### src/rtl/game_pkg.sv
// Shared game-controller definitions: button indices, button count and the
// auto-repeat FSM state type used by button_conditioner.
package game_pkg;

    // Button bit positions on the pad bus
    localparam int unsigned BTN_MOVE_L  = 0;
    localparam int unsigned BTN_MOVE_R  = 1;
    localparam int unsigned BTN_AIM_L   = 2;
    localparam int unsigned BTN_AIM_R   = 3;
    localparam int unsigned BTN_SHOOT   = 4;
    localparam int unsigned BTN_START   = 5;

    localparam int unsigned BTN_COUNT        = 6;
    // Buttons 0..BTN_REPEAT_COUNT-1 may auto-repeat; the rest pulse once per press
    localparam int unsigned BTN_REPEAT_COUNT = 4;

    typedef enum logic [1:0] {
        RPT_IDLE   = 2'd0,
        RPT_DELAY  = 2'd1,
        RPT_REPEAT = 2'd2
    } rpt_state_t;

    // Bits needed to hold a count of 0 .. max_val-1 (at least one bit)
    function automatic int unsigned cnt_width(input int unsigned max_val);
        return (max_val < 2) ? 1 : $clog2(max_val);
    endfunction

    function automatic int unsigned max_u(input int unsigned a, input int unsigned b);
        return (a > b) ? a : b;
    endfunction

endpackage

### src/rtl/button_conditioner_if.sv
// Pad-button bus: raw inputs toward the conditioner, debounced levels and
// press/repeat strobes back toward the controls stage.
interface button_conditioner_if;
    import game_pkg::*;

    logic [BTN_COUNT-1:0] btn_raw;
    logic [BTN_COUNT-1:0] btn_level;
    logic [BTN_COUNT-1:0] btn_pulse;

    // master: drives raw buttons, consumes conditioned outputs
    modport master (
        output btn_raw,
        input  btn_level,
        input  btn_pulse
    );

    // slave: the conditioner itself
    modport slave (
        input  btn_raw,
        output btn_level,
        output btn_pulse
    );

endinterface

### src/rtl/btn_debounce.sv
// Single-bit button debouncer: 2-flop synchronizer followed by a
// persistence counter. The level toggles once the synchronized input has
// differed from it for DEBOUNCE_CYCLES consecutive cycles.
module btn_debounce
    import game_pkg::*;
#(
    parameter int unsigned DEBOUNCE_CYCLES = 20000
) (
    input  logic clk,
    input  logic reset,
    input  logic btn_raw,
    output logic level,
    output logic level_nxt
);

    localparam int unsigned          CNT_W    = cnt_width(DEBOUNCE_CYCLES);
    localparam logic [CNT_W-1:0]     CNT_LAST = CNT_W'(DEBOUNCE_CYCLES - 1);

    logic [1:0]       sync_q, sync_d;
    logic [CNT_W-1:0] cnt_q, cnt_d;
    logic             level_q, level_d;

    // Shift the raw pad value through the synchronizer pair
    always_comb begin
        sync_d = {sync_q[0], btn_raw};
    end

    // Count mismatching cycles; toggle the level when the run completes.
    // The counter is bounded by CNT_LAST so it cannot wrap.
    always_comb begin
        cnt_d   = '0;
        level_d = level_q;
        if (sync_q[1] != level_q) begin
            if (cnt_q == CNT_LAST) begin
                level_d = ~level_q;
            end else begin
                cnt_d = cnt_q + CNT_W'(1);
            end
        end
    end

    // State registers, cleared asynchronously
    always_ff @(posedge clk or posedge reset) begin
        if (reset) begin
            sync_q  <= '0;
            cnt_q   <= '0;
            level_q <= 1'b0;
        end else begin
            sync_q  <= sync_d;
            cnt_q   <= cnt_d;
            level_q <= level_d;
        end
    end

    assign level     = level_q;
    assign level_nxt = level_d;

endmodule

### src/rtl/button_conditioner.sv
// Six-button pad conditioner: per-bit debounce plus one-cycle press strobes.
// Define BUTTON_AUTO_REPEAT_EN to enable auto-repeat on the move/aim buttons
// (bits 0-3); without it every button pulses exactly once per press and the
// repeat parameters are unused.
module button_conditioner
    import game_pkg::*;
#(
    parameter int unsigned DEBOUNCE_CYCLES = 20000,
    parameter int unsigned REPEAT_DELAY    = 4000000,
    parameter int unsigned REPEAT_RATE     = 1000000
) (
    input  logic                 clk,
    input  logic                 reset,
    button_conditioner_if.slave  btn_if
);

    logic [BTN_COUNT-1:0] level;
    logic [BTN_COUNT-1:0] level_nxt;
    logic [BTN_COUNT-1:0] rise;
    logic [BTN_COUNT-1:0] pulse_q, pulse_d;

    for (genvar i = 0; i < BTN_COUNT; i++) begin : g_debounce
        btn_debounce #(
            .DEBOUNCE_CYCLES (DEBOUNCE_CYCLES)
        ) u_debounce (
            .clk       (clk),
            .reset     (reset),
            .btn_raw   (btn_if.btn_raw[i]),
            .level     (level[i]),
            .level_nxt (level_nxt[i])
        );
    end

    // Pulse decisions are made one cycle early from the next level, so the
    // registered strobe lines up with the first cycle the level is high.
    assign rise = level_nxt & ~level;

`ifdef BUTTON_AUTO_REPEAT_EN
    localparam int unsigned      TMR_W      = cnt_width(max_u(REPEAT_DELAY, REPEAT_RATE));
    localparam logic [TMR_W-1:0] DELAY_LAST = TMR_W'(REPEAT_DELAY - 1);
    localparam logic [TMR_W-1:0] RATE_LAST  = TMR_W'(REPEAT_RATE - 1);

    rpt_state_t                  state_q [BTN_REPEAT_COUNT];
    rpt_state_t                  state_d [BTN_REPEAT_COUNT];
    logic [TMR_W-1:0]            timer_q [BTN_REPEAT_COUNT];
    logic [TMR_W-1:0]            timer_d [BTN_REPEAT_COUNT];
    logic [BTN_REPEAT_COUNT-1:0] rpt_fire;

    // Auto-repeat FSMs: a falling level returns to IDLE with no pulse and
    // a cleared timer, overriding any repeat due in that cycle.
    always_comb begin
        for (int unsigned i = 0; i < BTN_REPEAT_COUNT; i++) begin
            state_d[i]  = state_q[i];
            timer_d[i]  = '0;
            rpt_fire[i] = 1'b0;
            if (!level_nxt[i]) begin
                state_d[i] = RPT_IDLE;
            end else begin
                case (state_q[i])
                    RPT_IDLE: begin
                        if (rise[i]) begin
                            state_d[i] = RPT_DELAY;
                        end
                    end
                    RPT_DELAY: begin
                        if (timer_q[i] == DELAY_LAST) begin
                            state_d[i]  = RPT_REPEAT;
                            rpt_fire[i] = 1'b1;
                        end else begin
                            timer_d[i] = timer_q[i] + TMR_W'(1);
                        end
                    end
                    RPT_REPEAT: begin
                        if (timer_q[i] == RATE_LAST) begin
                            rpt_fire[i] = 1'b1;
                        end else begin
                            timer_d[i] = timer_q[i] + TMR_W'(1);
                        end
                    end
                    default: begin
                        state_d[i] = RPT_IDLE;
                    end
                endcase
            end
        end
    end

    // Repeat FSM state and timers
    always_ff @(posedge clk or posedge reset) begin
        if (reset) begin
            for (int unsigned i = 0; i < BTN_REPEAT_COUNT; i++) begin
                state_q[i] <= RPT_IDLE;
                timer_q[i] <= '0;
            end
        end else begin
            for (int unsigned i = 0; i < BTN_REPEAT_COUNT; i++) begin
                state_q[i] <= state_d[i];
                timer_q[i] <= timer_d[i];
            end
        end
    end
`endif

    // Merge press edges with repeat strobes
    always_comb begin
        pulse_d = rise;
`ifdef BUTTON_AUTO_REPEAT_EN
        pulse_d[BTN_REPEAT_COUNT-1:0] = rise[BTN_REPEAT_COUNT-1:0] | rpt_fire;
`endif
    end

    // Strobe output register
    always_ff @(posedge clk or posedge reset) begin
        if (reset) begin
            pulse_q <= '0;
        end else begin
            pulse_q <= pulse_d;
        end
    end

    assign btn_if.btn_level = level;
    assign btn_if.btn_pulse = pulse_q;

endmodule

### src/flat_wrapper.sv
// flat-port wrapper written by rule: the top's interface ports become plain ports
module button_conditioner_flat import game_pkg::*;
#(
    parameter int unsigned DEBOUNCE_CYCLES = 20000,
    parameter int unsigned REPEAT_DELAY    = 4000000,
    parameter int unsigned REPEAT_RATE     = 1000000
)
  (clk, reset, btn_if_btn_raw, btn_if_btn_level, btn_if_btn_pulse);
  button_conditioner_if btn_if_i ();
  input  logic clk;
  input  logic reset;
  input wire logic [$bits(btn_if_i.btn_raw)-1:0] btn_if_btn_raw;
  output wire logic [$bits(btn_if_i.btn_level)-1:0] btn_if_btn_level;
  output wire logic [$bits(btn_if_i.btn_pulse)-1:0] btn_if_btn_pulse;
  assign btn_if_i.btn_raw = btn_if_btn_raw;
  assign btn_if_btn_level = btn_if_i.btn_level;
  assign btn_if_btn_pulse = btn_if_i.btn_pulse;
  button_conditioner #(.DEBOUNCE_CYCLES(DEBOUNCE_CYCLES), .REPEAT_DELAY(REPEAT_DELAY), .REPEAT_RATE(REPEAT_RATE)) u_core (.clk(clk), .reset(reset), .btn_if(btn_if_i));
endmodule
### config.mk
export PLATFORM = sky130hd
export DESIGN_NAME = button_conditioner_flat
export DESIGN_NICKNAME = d
export VERILOG_FILES = /design/src/rtl/game_pkg.sv /design/src/rtl/button_conditioner_if.sv /design/src/rtl/btn_debounce.sv /design/src/rtl/button_conditioner.sv /design/src/flat_wrapper.sv
export SDC_FILE = /design/constraint.sdc
export NUM_CORES = 1
export LEC_CHECK = 0
export CORE_MARGIN = 3
export CORE_UTILIZATION = 45
export CTS_CLUSTER_SIZE = 28
export DETAILED_ROUTE_END_ITERATION = 8
export PLACE_DENSITY = 0.68
export SETUP_SLACK_MARGIN = 0.1
export SLEW_MARGIN = 15
export SYNTH_ARGS = -nofsm -noshare
export SYNTH_HDL_FRONTEND = slang
export SYNTH_SLANG_ARGS = --single-unit
### constraint.sdc
create_clock -name clk -period 4.2 [get_ports clk]
set_input_delay 1.26 -clock clk [delete_from_list [all_inputs] [get_ports clk]]
set_output_delay 1.26 -clock clk [all_outputs]
set_load 0.01 [all_outputs]
# Yosys cells after proc, flatten, opt, wreduce, memory -nomap -nowiden
# Cells that the tools add are included.
# Widths: inputs -> output; s select.
# word_totals
elab_cells,69
regBits,114
input_bits,8
out_inout_bits,12
# classes
mux,24
n_eq_ne,12
add_sub_neg,6
n_bitwise,8
# ops
cell,n
$mux 15,12
$add 15x1->15 const B,6
$eq 15x15->1 const B,6
$mux 1,12
$and 6x6->6,1
$ne 1x1->1,6
$not 1->1,6
$not 6->6,1

# Longest topological paths before layout
# depth
depth_word,4
ltp_mapped,7

# Modules after synthesis
# Synthesis repeated with hierarchy kept, for this count alone.
# unflattened
hier_cells,505
area_unflattened_um2,5281.3
# modules_own_cells
module,cells_each,seq_area_each_um2,area_per_inst_um2,n_inst
btn_debounce,82,450.4,840.8,6
button_conditioner,13,150.1,236.5,1

# Least setup slack after synthesis
# Ideal clock, no wire load.
# synth_timing
path_kind,register to output
startpoint,register u_core.g_debounce[5].u_debounce.level_q
endpoint,output port btn_if_btn_level[5]
slack_ns,2.407
arrival_time_ns,0.533
stages_incl_launch_ff,2
path_buffers,1
t_required_ns,2.940
cell_sequence,dfrtp_1 buf_4
# synth_lines
item,line_no,text
from (decl),btn_debounce.sv:21,"logic level_q, level_d;"
from (signal assigned),btn_debounce.sv:51,level_q <= level_d;
to (decl),flat_wrapper.sv:13,output wire logic [$bits(btn_if_i.btn_level)-1:0] btn_if_btn_level;
# No word-level cell between the ends.

# Final worst setup path
# layout_timing
startpoint,register u_core.g_debounce[0].u_debounce.level_q
endpoint,output port btn_if_btn_level[0]
# layout_lines
item,line_no
from (decl),btn_debounce.sv:21
from (signal assigned),btn_debounce.sv:51
# No word-level cell between the ends.

==> results.py <==
metrics = {
    "sta": {
        "rsz0062_at_grt": "no",
        "fmax_ghz": 0.381,
        "slew_headroom_pct": 57.7,
        "clock_skew_ns": 0.00749,
        "setup_tns_ns": 0,
        "worst_pin_slew_ns": 0.633,
        "fin_crit_ns": 2.63,
        "hold_viol": 0,
        "period_share_pct": 62.5,
        "setup_violations": 0,
        "slew_viol_final": 0,
    },
    "global_route": {
        "grt_pass1_wl_mm": 16.0,
        "grt_max_degree": 37,
        "grtUsageTotal_pct": 15.1,
        "busiest_layer": "met2",
        "use_met3_pct": 3.76,
        "grt_pass1_vias": 3444,
        "met1_usage_pct": 19.9,
        "antenna_found_initial": 0,
        "grt_overflow": 0,
        "gr-usage-met2_pct": 23.9,
    },
    "worst_setup_path": {
        "worstSetupEndpointType": "primary output",
        "crit_family": "buffers and inverters",
        "crit_path_start_kind": "flip-flop",
        "cp.required_ns": 2.94,
        "path_buf_inv": 1,
        "criticalPathCategory": "reg2out",
        "arrival_ns": 1.37,
        "crit_slowest_cell": "clkdlybuf4s50_1",
        "crit_path_cell_trace": "clkdlybuf4s50_1",
        "critPathMaxStageDelay_ns": 0.56,
        "path_max_fanout": 4,
    },
    "logic_synthesis": {
        "synth_nets": 494,
        "syn_inst": 480,
        "synth_cell_types": 30,
        "seq_area_frac_synth_pct": 52.6,
        "syn_area_per_cell_um2": 11.3,
        "ys_warn_count": 0,
        "synth_seq_cells": 114,
        "synth.cell_area_mm2": 0.00542,
    },
    "clock_network": {
        "cts-root-buf": "clkbuf_16",
        "hold_buffers": 0,
        "htree_levels": 4,
        "tritoncts": "yes",
        "clk_pin_slew_worst_paths_ns": 0.05,
        "cts_num_sinks": 114,
        "cts_inserted_buffers": 17,
        "post_cts_buffers": 0,
        "insertion_delay_ns": 0.40,
        "post_cts_resized": 0,
        "cts_buffer_depth": 2,
    },
    "pwr": {
        "power_frac_seq_pct": 44.6,
        "switching_power_uw": 536,
        "power_density_mw_per_mm2": 412,
        "internal_power_uw": 2020,
        "swShare_pct": 21.0,
        "clkPwrFrac_pct": 52.4,
        "vdd.ir_drop.worst_uv": 212,
        "pwr-share-comb_pct": 3.0,
        "p_leak_uw": 0.00275,
    },
    "finish": {
        "syn_to_final_growth_pct": 14.2,
        "fin_nets": 510,
        "drive_above_1_share_pct": 11.8,
        "n_fill_cell": 1004,
        "insertedDiodeCount": 0,
        "postLayoutCellArea_mm2": 0.00620,
    },
    "drt": {
        "drcViolationCount": 0,
        "vias": 3405,
        "final_antenna_net_count": 0,
        "wl_per_cell_um": 13.9,
        "drt_iter0_drc": 134,
        "drtPass1Iterations": 4,
        "via_per_inst": 5.22,
        "wl_mm": 9.06,
    },
    "floorplanning": {
        "core_area_mm2": 0.0116,
        "io_pins": 20,
        "die_x_um": 116,
        "start_util_pct": 46.7,
        "dieHeight_um": 116,
        "rows": 39,
        "die_area_mm2": 0.0134,
    },
    "placement": {
        "dpl-instance-area_mm2": 0.00563,
        "place_hpwl_mm": 6.07,
        "place.gp.congestion": 0.757,
        "io_buffers": 19,
    },
    "status": {
        "status": "finished, final reports clean",
    },
    "job": {
        "maxCapViolations": 0,
    },
    "hold_path": {
        "hold_path_class": "reg2reg",
    },
}
==> registers in the layout, summed over array words and instances, names as in the netlist <==
register and cells:
u_core.g_debounce.u_debounce.level 6, u_core.g_debounce.u_debounce.sync_q 12, u_core.btn_if.btn_pulse 6, u_core.g_debounce.u_debounce.cnt_q 90
==> Yosys cell counts, drive strengths merged <==
cell	n	area, um2
nand3	30	150
nand4	36	289
nor4	7	98.9
dfrtp	114	2850
nand2b	1	8.76
and3	11	68.8
nor2	83	312
and4bb	3	37.5
clkbuf	1	5.00
and4	21	184
mux2	6	86.3
nand2	23	98.8
inv	2	7.51
nor3	8	40.0
buf	24	210
nor3b	10	75.1
and2	8	50.1
xor2	57	499
ha	6	75.1
xnor2	27	236
nor4b	2	38.8
==> cell type report <==
| type | instances | area, um2 | area share [%] |
|---|---|---|---|
| clock buffers | 22 | 484 | 7.82 |
| clock inverters | 10 | 82.6 | 1.33 |
| inverters | 2 | 11.3 | 0.182 |
| multi-input cells | 339 | 2350 | 37.9 |
| flip-flops and latches | 114 | 2850 | 46.0 |
| well taps | 143 | 179 | 2.89 |
| repair buffers | 22 | 238 | 3.84 |
==> layer usage <==
layer,share of wire (%),routed length (um),vias up
li1,-,-,1688
met1,48,4350,1681
met2,49,4420,24
met3,1.7,151,12
met4,1.4,130,0
met5,0,0,-
==> power groups by stage <==
stage	registers [uW]	logic, uW	clock network (uW)
after detailed placement	1160	78.2	0
after CTS	1140	79.1	1370
final	1140	76.0	1340
after global placement	1150	75.9	0
after global routing	1140	88.6	1430
after floorplan	1150	57.0	0
==> layout by cell type (no fill, tap or decap), types with 2 or more instances in the layout <==
cell,Yosys,final
and4_1,21,21
mux2_4,5,5
dfrtp_1,114,114
nand4_1,30,30
nor3b_1,10,10
nand4_4,3,3
clkinvlp_4,0,4
clkbuf_8,0,4
buf_12,0,2
nand4_2,3,3
nand2_2,5,5
and2_1,8,8
and4bb_1,3,3
ha_1,6,6
clkdlybuf4s50_1,0,19
xor2_1,57,57
clkinv_2,0,6
nand3_1,30,30
nor3_1,8,8
nor4_2,4,4
nor4_4,2,2
nand2_1,18,18
and3_1,11,11
nor2_1,83,83
xnor2_1,27,27
clkbuf_16,0,17
==> final timing paths <==
| kind | end | start | cells past startpoint | slack, ns |
|---|---|---|---|---|
| max reg2reg | u_core.g_debounce[5].u_debounce.cnt_q[10] | u_core.g_debounce[5].u_debounce.cnt_q[0] | 5 | 2.53 |
| min reg2reg | u_core.g_debounce[4].u_debounce.sync_q[1] | u_core.g_debounce[4].u_debounce.sync_q[0] | 0 | 0.35 |
| max in group asynchronous | u_core.g_debounce[5].u_debounce.level | reset | 3 | 2.22 |
| min | u_core.g_debounce[4].u_debounce.sync_q[1] | u_core.g_debounce[4].u_debounce.sync_q[0] | 0 | 0.35 |
| max | btn_if_btn_level[0] | u_core.g_debounce[0].u_debounce.level | 1 | 1.57 |
| min in group asynchronous | u_core.g_debounce[5].u_debounce.cnt_q[6] | reset | 2 | 1.29 |
==> kinds of logic after synthesis <==
logic type | count (synthesis) | share of synthesized area [%]
AND/OR/NAND/NOR | 243 | 26.8
flip-flops | 114 | 52.6
XOR/XNOR | 84 | 13.6
buffers and inverters | 27 | 4.11
multiplexers | 6 | 1.59
adder cells (fa/ha/maj) | 6 | 1.38
==> metrics by stage <==
stage               instances  worst slack [ns]  hold slack (ns)  power (uW)  utilization [%]
CTS                       652              1.56            0.347        2580             53.4
floorplan                 480              1.55            0.331        1210                -
global placement          620              1.77            0.334        1230             48.5
finish                    652              1.57            0.346        2550             53.4
detailed placement        620              1.76            0.340        1230             48.5
global route              652              1.52            0.362        2650             53.4
Note: power is estimated with default switching activity, not from simulation.
